**src/rtl/seq_restoring_divider_if.sv**
```systemverilog
// seq_restoring_divider_if: operand/result handshake bundle for the sequential divider.
interface seq_restoring_divider_if #(parameter int W = 4);
    logic         start;
    logic [W-1:0] dividend;
    logic [W-1:0] divisor;
    logic [W-1:0] quotient;
    logic [W-1:0] remainder;
    logic         busy;
    logic         done;
    logic         dz_err;
    modport master(output start, dividend, divisor, input quotient, remainder, busy, done, dz_err);
    modport slave(input start, dividend, divisor, output quotient, remainder, busy, done, dz_err);
endinterface

```
**src/rtl/seq_restoring_divider.sv**
```systemverilog
// seq_restoring_divider: unsigned restoring divider, one quotient bit per RUN cycle.
module seq_restoring_divider #(parameter int W = 4) (
    input logic clk,
    input logic rst,
    seq_restoring_divider_if.slave bus
);
    localparam int CW = $clog2(W + 1);
    typedef enum logic [1:0] {IDLE, RUN, FIN} state_t;
    state_t state_q, state_d;
    logic [W:0] sh_pr, trial;
    logic [W-1:0] pr_q, pr_d, wq_q, wq_d, dvs_q, dvs_d, quo_q, quo_d, rem_q, rem_d;
    logic [CW-1:0] cnt_q, cnt_d;
    logic busy_q, done_q, dz_q, dz_d, accept;
    // The partial remainder never exceeds the divisor, so W bits suffice; only the trial needs W+1.
    always_comb begin
        accept = bus.start && state_q != RUN;
        sh_pr = {pr_q, wq_q[W-1]};
        trial = sh_pr - {1'b0, dvs_q};
        state_d = state_q;
        pr_d = pr_q;
        wq_d = wq_q;
        dvs_d = dvs_q;
        cnt_d = cnt_q;
        quo_d = quo_q;
        rem_d = rem_q;
        dz_d = dz_q;
        if (accept) begin
            dvs_d = bus.divisor;
            wq_d = bus.dividend;
            pr_d = '0;
            cnt_d = CW'(W);
            dz_d = bus.divisor == '0;
            state_d = dz_d ? FIN : RUN;
            quo_d = dz_d ? '1 : quo_q;
            rem_d = dz_d ? bus.dividend : rem_q;
        end else if (state_q == RUN) begin
            pr_d = trial[W] ? sh_pr[W-1:0] : trial[W-1:0];
            wq_d = {wq_q[W-2:0], ~trial[W]};
            cnt_d = cnt_q - CW'(1);
            state_d = cnt_q == CW'(1) ? FIN : RUN;
            quo_d = cnt_q == CW'(1) ? wq_d : quo_q;
            rem_d = cnt_q == CW'(1) ? pr_d : rem_q;
        end else if (state_q == FIN) begin
            state_d = IDLE;
        end
    end
    always_ff @(posedge clk) begin
        if (rst) begin
            state_q <= IDLE;
            pr_q <= '0;
            wq_q <= '0;
            dvs_q <= '0;
            cnt_q <= '0;
            quo_q <= '0;
            rem_q <= '0;
            dz_q <= 1'b0;
            busy_q <= 1'b0;
            done_q <= 1'b0;
        end else begin
            state_q <= state_d;
            pr_q <= pr_d;
            wq_q <= wq_d;
            dvs_q <= dvs_d;
            cnt_q <= cnt_d;
            quo_q <= quo_d;
            rem_q <= rem_d;
            dz_q <= dz_d;
            busy_q <= state_q == RUN;
            done_q <= state_q == FIN;
        end
    end
    assign bus.quotient = quo_q;
    assign bus.remainder = rem_q;
    assign bus.busy = busy_q;
    assign bus.done = done_q;
    assign bus.dz_err = dz_q;
endmodule

```
**src/flat_wrapper.sv**
```systemverilog
// flat-port wrapper written by rule: the top's interface ports become plain ports
module seq_restoring_divider_flat 
#(parameter int W = 4)
  (clk, rst, bus_start, bus_dividend, bus_divisor, bus_quotient, bus_remainder, bus_busy, bus_done, bus_dz_err);
  seq_restoring_divider_if #(.W(W)) bus_i ();
  input logic clk;
  input logic rst;
  input wire logic [$bits(bus_i.start)-1:0] bus_start;
  input wire logic [$bits(bus_i.dividend)-1:0] bus_dividend;
  input wire logic [$bits(bus_i.divisor)-1:0] bus_divisor;
  output wire logic [$bits(bus_i.quotient)-1:0] bus_quotient;
  output wire logic [$bits(bus_i.remainder)-1:0] bus_remainder;
  output wire logic [$bits(bus_i.busy)-1:0] bus_busy;
  output wire logic [$bits(bus_i.done)-1:0] bus_done;
  output wire logic [$bits(bus_i.dz_err)-1:0] bus_dz_err;
  assign bus_i.start = bus_start;
  assign bus_i.dividend = bus_dividend;
  assign bus_i.divisor = bus_divisor;
  assign bus_quotient = bus_i.quotient;
  assign bus_remainder = bus_i.remainder;
  assign bus_busy = bus_i.busy;
  assign bus_done = bus_i.done;
  assign bus_dz_err = bus_i.dz_err;
  seq_restoring_divider #(.W(W)) u_core (.clk(clk), .rst(rst), .bus(bus_i));
endmodule
```
**config.mk**
```make
export PLATFORM = sky130hd
export DESIGN_NAME = seq_restoring_divider_flat
export DESIGN_NICKNAME = d
export VERILOG_FILES = /design/src/rtl/seq_restoring_divider_if.sv /design/src/rtl/seq_restoring_divider.sv /design/src/flat_wrapper.sv
export SDC_FILE = /design/constraint.sdc
export NUM_CORES = 1
export LEC_CHECK = 0
export BUFFER_PORTS_ARGS = -buffer_cell sky130_fd_sc_hd__buf_4
export CORE_ASPECT_RATIO = 1.25
export CORE_MARGIN = 2
export CORE_UTILIZATION = 50
export DETAILED_ROUTE_END_ITERATION = 6
export PLACE_DENSITY = 0.72
export SLEW_MARGIN = 20
export SYNTH_ARGS = -nofsm -noshare
export SYNTH_HDL_FRONTEND = slang
export SYNTH_SLANG_ARGS = --single-unit
```
**constraint.sdc**
```tcl
create_clock -name clk -period 2.2 [get_ports clk]
set_input_delay 0.44 -clock clk [delete_from_list [all_inputs] [get_ports clk]]
set_output_delay 0.44 -clock clk [all_outputs]
set_load 0.01 [all_outputs]
```
==> results of run 1 <==
## worst paths after layout
path / start / end / cells after the start
worst max register to register: u_core.wq_q[3]$_SDFFE_PP0P_ / u_core.pr_q[0]$_SDFFE_PP0P_ / 8
worst min register to register: u_core.dvs_q[3]$_SDFFE_PP0P_ / u_core.dvs_q[3]$_SDFFE_PP0P_ / 2
worst min-delay path: bus_divisor[1] / u_core.dvs_q[1]$_SDFFE_PP0P_ / 3
worst max-delay path: u_core.wq_q[3]$_SDFFE_PP0P_ / u_core.pr_q[0]$_SDFFE_PP0P_ / 8
## worst max-delay path, stage by stage, from the launching register on
cell,delay [ps]
dfxtp_2,350
inv_1,50
ha_2,190
fa_2,380
nand2b_4,170
a21oi_4,200
xnor2_4,180
mux2_4,340
a211oi_2,210
## flip-flops by register name, indices dropped and copies added, names as in the netlist
| register | cells |
|---|---|
| u_core.bus.busy | 1 |
| u_core.bus.done | 1 |
| u_core.bus.dz_err | 1 |
| u_core.bus.quotient | 4 |
| u_core.bus.remainder | 4 |
| u_core.cnt_q | 3 |
| u_core.dvs_q | 4 |
| u_core.pr_q | 4 |
| u_core.state_q | 2 |
| u_core.wq_q | 4 |
## cells in the mapped netlist (all sizes together) (2+ instances only)
library cell	number
a211oi	6
a21oi	17
a31oi	3
and2	3
and3	2
buf	3
clkbuf	7
dfxtp	28
ha	8
inv	11
mux2	2
mux2i	5
nand2	14
nand2b	7
nand3b	3
nand4b	3
nor2	15
nor2b	4
nor3	8
o211ai	2
o21ai	5
o22ai	3
xnor2	3
## per-stage QoR
step	std cells	setup TNS [ps]
4_1_cts	228	0
3_3_place_gp	224	0
6_report	230	0
5_1_grt	230	-15.5
3_5_place_dp	224	0
2_1_floorplan	172	0
## cell usage in the layout (no fill, tap or decap), types with 2 or more instances in the layout
cell type	count
buf_4	28
dfxtp_1	27
a21oi_1	16
nor2_1	15
nand2_1	14
inv_1	11
nor3_1	8
ha_1	7
nand2b_1	6
mux2i_1	5
o21ai_0	4
nor2b_1	4
a211oi_1	4
nand3b_1	3
and2_1	3
a31oi_1	3
o22ai_1	3
nand4b_1	3
clkbuf_4	3
mux2_4	2
xnor2_1	2
o211ai_1	2
and3_1	2
a211oi_2	2
## power by group through the flow
stage          sequential [mW]  clock [mW]  combinational, mW
2_1_floorplan            0.592           0              0.307
4_1_cts                  0.585       0.346              0.454
3_5_place_dp             0.595           0              0.429
5_1_grt                  0.591       0.364              0.529
3_3_place_gp             0.592           0              0.412
6_report                 0.585       0.342              0.478
## area by class of cell
type                    instances  area, um2  share of cell area (%)
repair buffers                 28        210                    11.8
inverters                      11       41.3                    2.33
well taps                      36       45.0                    2.54
clock inverters                 1       30.0                    1.69
flip-flops and latches         28        562                    31.6
multi-input cells             123        865                    48.7
clock buffers                   3       22.5                    1.27
## repair_timing
| action | in CTS | in global routing |
|---|---|---|
| endpoints found under the setup margin | 2 | 2 |
| resized for setup | 3 | 2 |
| setup buffers | 0 | 2 |
| pin swaps | 1 | 3 |
| cloned | 0 | 0 |
## routing by layer
metal / global-route usage (%) / vias up / wire length, um
met2: 40.3 / 27 / 1750
met4: 5.13 / 0 / 36
li1: - / 639 / -
met3: 3.46 / 6 / 118
met1: 25.3 / 602 / 1410
met5: 0 / - / 0
## logic make-up (layout without fill, tap and decap cells)
kind of cell | count (synthesis) | after routing | share of synthesized area (%)
AO/OA/AOI/OAI | 39 | 39 | 17.2
XOR/XNOR | 4 | 4 | 2.87
adder cells (fa/ha/maj) | 9 | 9 | 8.09
buffers and inverters | 21 | 43 | 5.56
flip-flops | 28 | 28 | 37.8
multiplexers | 7 | 7 | 5.40
AND/OR/NAND/NOR | 64 | 64 | 23.1
==> run_results.csv, run 1 <==
group,metric,value,unit
sta,worst_slack,71.7,ps
synth,synth_top_cell_by_area,"dfxtp_1",
power,vdd_drop_max,598,uV
critical_path,worstPathRequired,2460,ps
sta,finalHoldViolations,0,
drt,drc_errors,0,
critical_path,path_class,"reg2reg",
drt,vias,1274,
finish,drive_gt1_share,22.7,%
place,dpl_worst_slack,10.5,ps
sta,worst_pin_slew,503,ps
clock_tree,clkSinkCount,28,
synth,synth_fp_nets,192,
finish,n_antenna_cell,0,
synth,synth_top_area_share,37.8,%
place,gp_congestion,0.988,
die,io_pins,22,
clock_tree,cts-hold-fix-buffers,0,
grt,overflow,0,
synth,netlist_area,0.00148,mm2
drt,drt-total-wl,3.32,mm
drt,detail-route-antenna-nets,0,
die,dieArea,0.00342,mm2
grt,antenna_found_initial,0,
outcome,status,"finished, final reports clean",
finish,num-fill-cells,278,
finish,finish.net_count,215,
drt,wl_per_cell,14.4,um
critical_path,start_kind,"flop",
finish,finalInstanceArea,0.00178,mm2
sta,fin_crit,2130,ps
clock_tree,numCtsBuffers,3,
synth,ys_types,37,
finish,fin_util,61.4,%
clock_tree,clkTransAtPathRegs,150,ps
die,start_util,51.3,%
sta,slew_violations,0,
worst_hold_path,hp-class,"in2reg",
power,p_leak,0.733,nW
finish,synthToLayoutAreaGrowth,19.6,%
sta,holdWs,358,ps
power,p_switching,433,uW
clock_tree,cts_buffer_depth,2,
grt,grt_max_degree,32,
critical_path,cp_max_fo,5,
grt,grt_pass1_wl,5.71,mm
synth,async_reset_ff_share,0,%
sta,relSlewSlack,66.2,%
clock_tree,clk_latency,330,ps
grt,grt_use_total,21.8,%
synth,avgSynthCellArea,8.63,um2
synth,synth_edf_count,0,
drt,post_drt_via_cell_ratio,5.54,
die,die_x,52.7,um
synth,netlist_top_cells_area,"dfxtp_1 38%, ha_1 6.7%, a21oi_1 5.4%, nor2_1 3.8%, nand2_1 3.5%",
drt,first_pass_iters,4,
power,pwr-share-seq,41.6,%
place,place_area,0.00168,mm2
power,switching_share,30.8,%
clock_tree,h-tree-depth,1,
job,cap_violations,0,
sta,fmax,470,MHz
power,pwr-share-clk,24.3,%
drt,dr.first_iter.drc_count,47,
sta,fin_crit_sh,96.7,%
sta,setup_viol_count_final,0,
grt,grt_pass1_vias,1288,
critical_path,end_kind,"flop",
power,internal_power,972,uW
synth,synth_seq_cells,28,
synth,ys.warnings.count,0,
critical_path,reg2reg_slack,70,ps
die,rows,22,
power,p_per_area,791,mW/mm2
power,power,1.40,mW
clock_tree,cts_tree,"yes",
place,port_buffers,21,
sta,skew,10.3,ps
die,die_y,64.9,um
synth,synth_cells,172,
critical_path,critical_path_arrival,2390,ps
clock_tree,root_buffer,"clkbuf_4",
place,dp_hpwl,2.45,mm
power,p_comb_share,34.0,%
synth,synthFlopType,"dfxtp_1",
die,core-area,0.00289,mm2
synth,synth-seq-area-share,37.8,%
(Power assumes the default switching activity.)
==> run 2: changes to the inputs <==
--- a/config.mk
+++ b/config.mk
@@ -8,9 +8,9 @@
 export BUFFER_PORTS_ARGS = -buffer_cell sky130_fd_sc_hd__buf_4
 export CORE_ASPECT_RATIO = 1.25
 export CORE_MARGIN = 2
-export CORE_UTILIZATION = 50
+export CORE_UTILIZATION = 45
 export DETAILED_ROUTE_END_ITERATION = 6
-export PLACE_DENSITY = 0.72
+export PLACE_DENSITY = 0.66
 export SLEW_MARGIN = 20
 export SYNTH_ARGS = -nofsm -noshare
 export SYNTH_HDL_FRONTEND = slang
==> run 2 against run 1 <==
- critical endpoint unchanged
- via count is 0.63% lower
- critical path depth stayed put
- sequential power about the same
- maximum frequency grew 0.54%
- clock skew decreased by 5.7 ps
- sequential share of layout area shrank 0.40 points
==> run_results.csv, run 2 (synthesized netlist as in run 1, its figures left out) <==
group,metric,value,unit
sta,fin_crit,2120,ps
finish,layout_common_cells,"28 x buf_4, 28 x dfxtp_1, 16 x a21oi_1",
die,start_util,46.5,%
clock_tree,h-tree-depth,1,
place,dp_hpwl,2.50,mm
clock_tree,clkTransAtPathRegs,100,ps
worst_hold_path,whs_endpoint,"u_core.dvs_q[2]$_SDFFE_PP0P_",
power,internal_power,1.03,mW
place,place_inst,225,
drt,post_drt_via_cell_ratio,5.48,
critical_path,crit-reg2reg-launch,"u_core.wq_q[3]$_SDFFE_PP0P_",
outcome,status,"finished, final reports clean",
clock_tree,cts_buffer_depth,2,
critical_path,worstPathRequired,2410,ps
finish,final_cell_count_no_fill,231,
sta,slew_violations,0,
power,switching_share,30.3,%
die,core-area,0.00319,mm2
drt,wl_per_cell,14.7,um
finish,n_antenna_cell,0,
power,p_per_area,821,mW/mm2
power,power,1.47,mW
clock_tree,numCtsBuffers,3,
critical_path,cp_max_fo,5,
power,vdd_drop_max,495,uV
power,pwr-share-seq,39.6,%
grt,overflow,0,
place,port_buffers,21,
die,die_x,55.4,um
die,rows,23,
drt,vias,1266,
critical_path,start_kind,"flop",
place,gp_congestion,0.895,
clock_tree,cts_tree,"yes",
power,p_comb_share,32.0,%
die,die_y,68.2,um
sta,holdWs,410,ps
clock_tree,clk_latency,280,ps
finish,drive_gt1_share,22.2,%
sta,worst_pin_slew,572,ps
finish,finalInstanceArea,0.00179,mm2
die,io_pins,22,
sta,skew,4.68,ps
grt,antenna_found_initial,0,
worst_hold_path,worstHoldPathCells,3,
grt,grt_use_total,19.0,%
critical_path,rr_worst_depth,8,
grt,grt_pass1_vias,1258,
sta,fmax,472,MHz
finish,fin_util,56.2,%
clock_tree,clkSinkCount,28,
drt,first_pass_iters,4,
drt,drt-total-wl,3.39,mm
worst_hold_path,min_from,"bus_divisor[2]",
clock_tree,root_buffer,"clkbuf_8",
critical_path,regToRegEndpoint,"u_core.pr_q[0]$_SDFFE_PP0P_",
drt,detail-route-antenna-nets,0,
job,cap_violations,0,
sta,fin_crit_sh,96.2,%
worst_hold_path,hp-class,"in2reg",
critical_path,path_class,"reg2reg",
finish,finish.net_count,215,
sta,relSlewSlack,61.5,%
drt,dr.first_iter.drc_count,42,
critical_path,end_kind,"flop",
critical_path,reg2reg_slack,80,ps
grt,grt_max_degree,32,
place,place_area,0.00168,mm2
grt,grt_pass1_wl,5.60,mm
power,pwr-share-clk,28.3,%
die,dieArea,0.00378,mm2
drt,drc_errors,0,
power,p_switching,447,uW
sta,finalHoldViolations,0,
finish,synthToLayoutAreaGrowth,20.9,%
critical_path,critical_path_arrival,2320,ps
power,p_leak,0.741,nW
sta,setup_viol_count_final,0,
run 2: cell types whose count changed in the layout (fill, tap and decap cells not counted):
cell / change
clkbuf_4: -3
dfxtp_2: -1
dfxtp_1: +1
clkbuf_8: +3
run 2: final cells by class:
type / instances / area [um2]
Multi-Input combinational cell: 123 / 865
Clock buffer: 3 / 41.3
Fill cell: 290 / 1400
Clock inverter: 1 / 30.0
Timing Repair Buffer: 28 / 210
Tap cell: 37 / 46.3
Sequential cell: 28 / 561
Inverter: 11 / 41.3
run 2: metrics by stage:
step	TNS, ps	setup slack, ps
floorplan	0	81.2
global placement	0	62.5
detailed placement	-16.7	-16.7
CTS	0	37.8
global route	-2.37	-2.37
finish	0	83.1
run 2: what timing repair did:
action                                  CTS  global route
pin swaps                                 1             2
resized for setup                         3             1
endpoints found under the hold margin     0             0
endpoints found under the setup margin    2             2
setup buffers                             1             1
hold buffers                              0             0
run 2: routing by layer:
| layer | track usage [%] | up-vias | wire (um) |
|---|---|---|---|
| li1 | - | 643 | - |
| met1 | 21.8 | 589 | 1490 |
| met2 | 35.1 | 24 | 1710 |
| met3 | 3.59 | 10 | 102 |
| met4 | 7.32 | 0 | 84 |
| met5 | 0 | - | 0 |
run 2: critical path, stage by stage, from the launching register on:
cell and delay, ps:
dfxtp_1 340, inv_1 60, ha_2 190, fa_2 360, nand2b_4 170, a21oi_4 200
xnor2_4 180, mux2_4 340, a211oi_2 210
run 2: worst max path at each step:
stage / start / endpoint / slack, ps / cells past startpoint
after global routing: u_core.wq_q[3]$_SDFFE_PP0P_ / u_core.pr_q[0]$_SDFFE_PP0P_ / -2 / 8
after detailed placement: u_core.wq_q[3]$_SDFFE_PP0P_ / u_core.pr_q[0]$_SDFFE_PP0P_ / -20 / 8
after global placement: u_core.wq_q[3]$_SDFFE_PP0P_ / u_core.pr_q[1]$_SDFFE_PP0P_ / 60 / 8
after floorplan: u_core.wq_q[3]$_SDFFE_PP0P_ / u_core.pr_q[1]$_SDFFE_PP0P_ / 80 / 8
after CTS: u_core.wq_q[3]$_SDFFE_PP0P_ / u_core.pr_q[0]$_SDFFE_PP0P_ / 40 / 8
final: u_core.wq_q[3]$_SDFFE_PP0P_ / u_core.pr_q[0]$_SDFFE_PP0P_ / 80 / 8
run 2: power groups by stage:
stage | combinational [mW] | sequential [mW] | clock, mW
5_1_grt | 0.518 | 0.590 | 0.441
6_report | 0.472 | 0.584 | 0.418
4_1_cts | 0.462 | 0.584 | 0.422
3_5_place_dp | 0.427 | 0.595 | 0
3_3_place_gp | 0.411 | 0.592 | 0
2_1_floorplan | 0.307 | 0.592 | 0
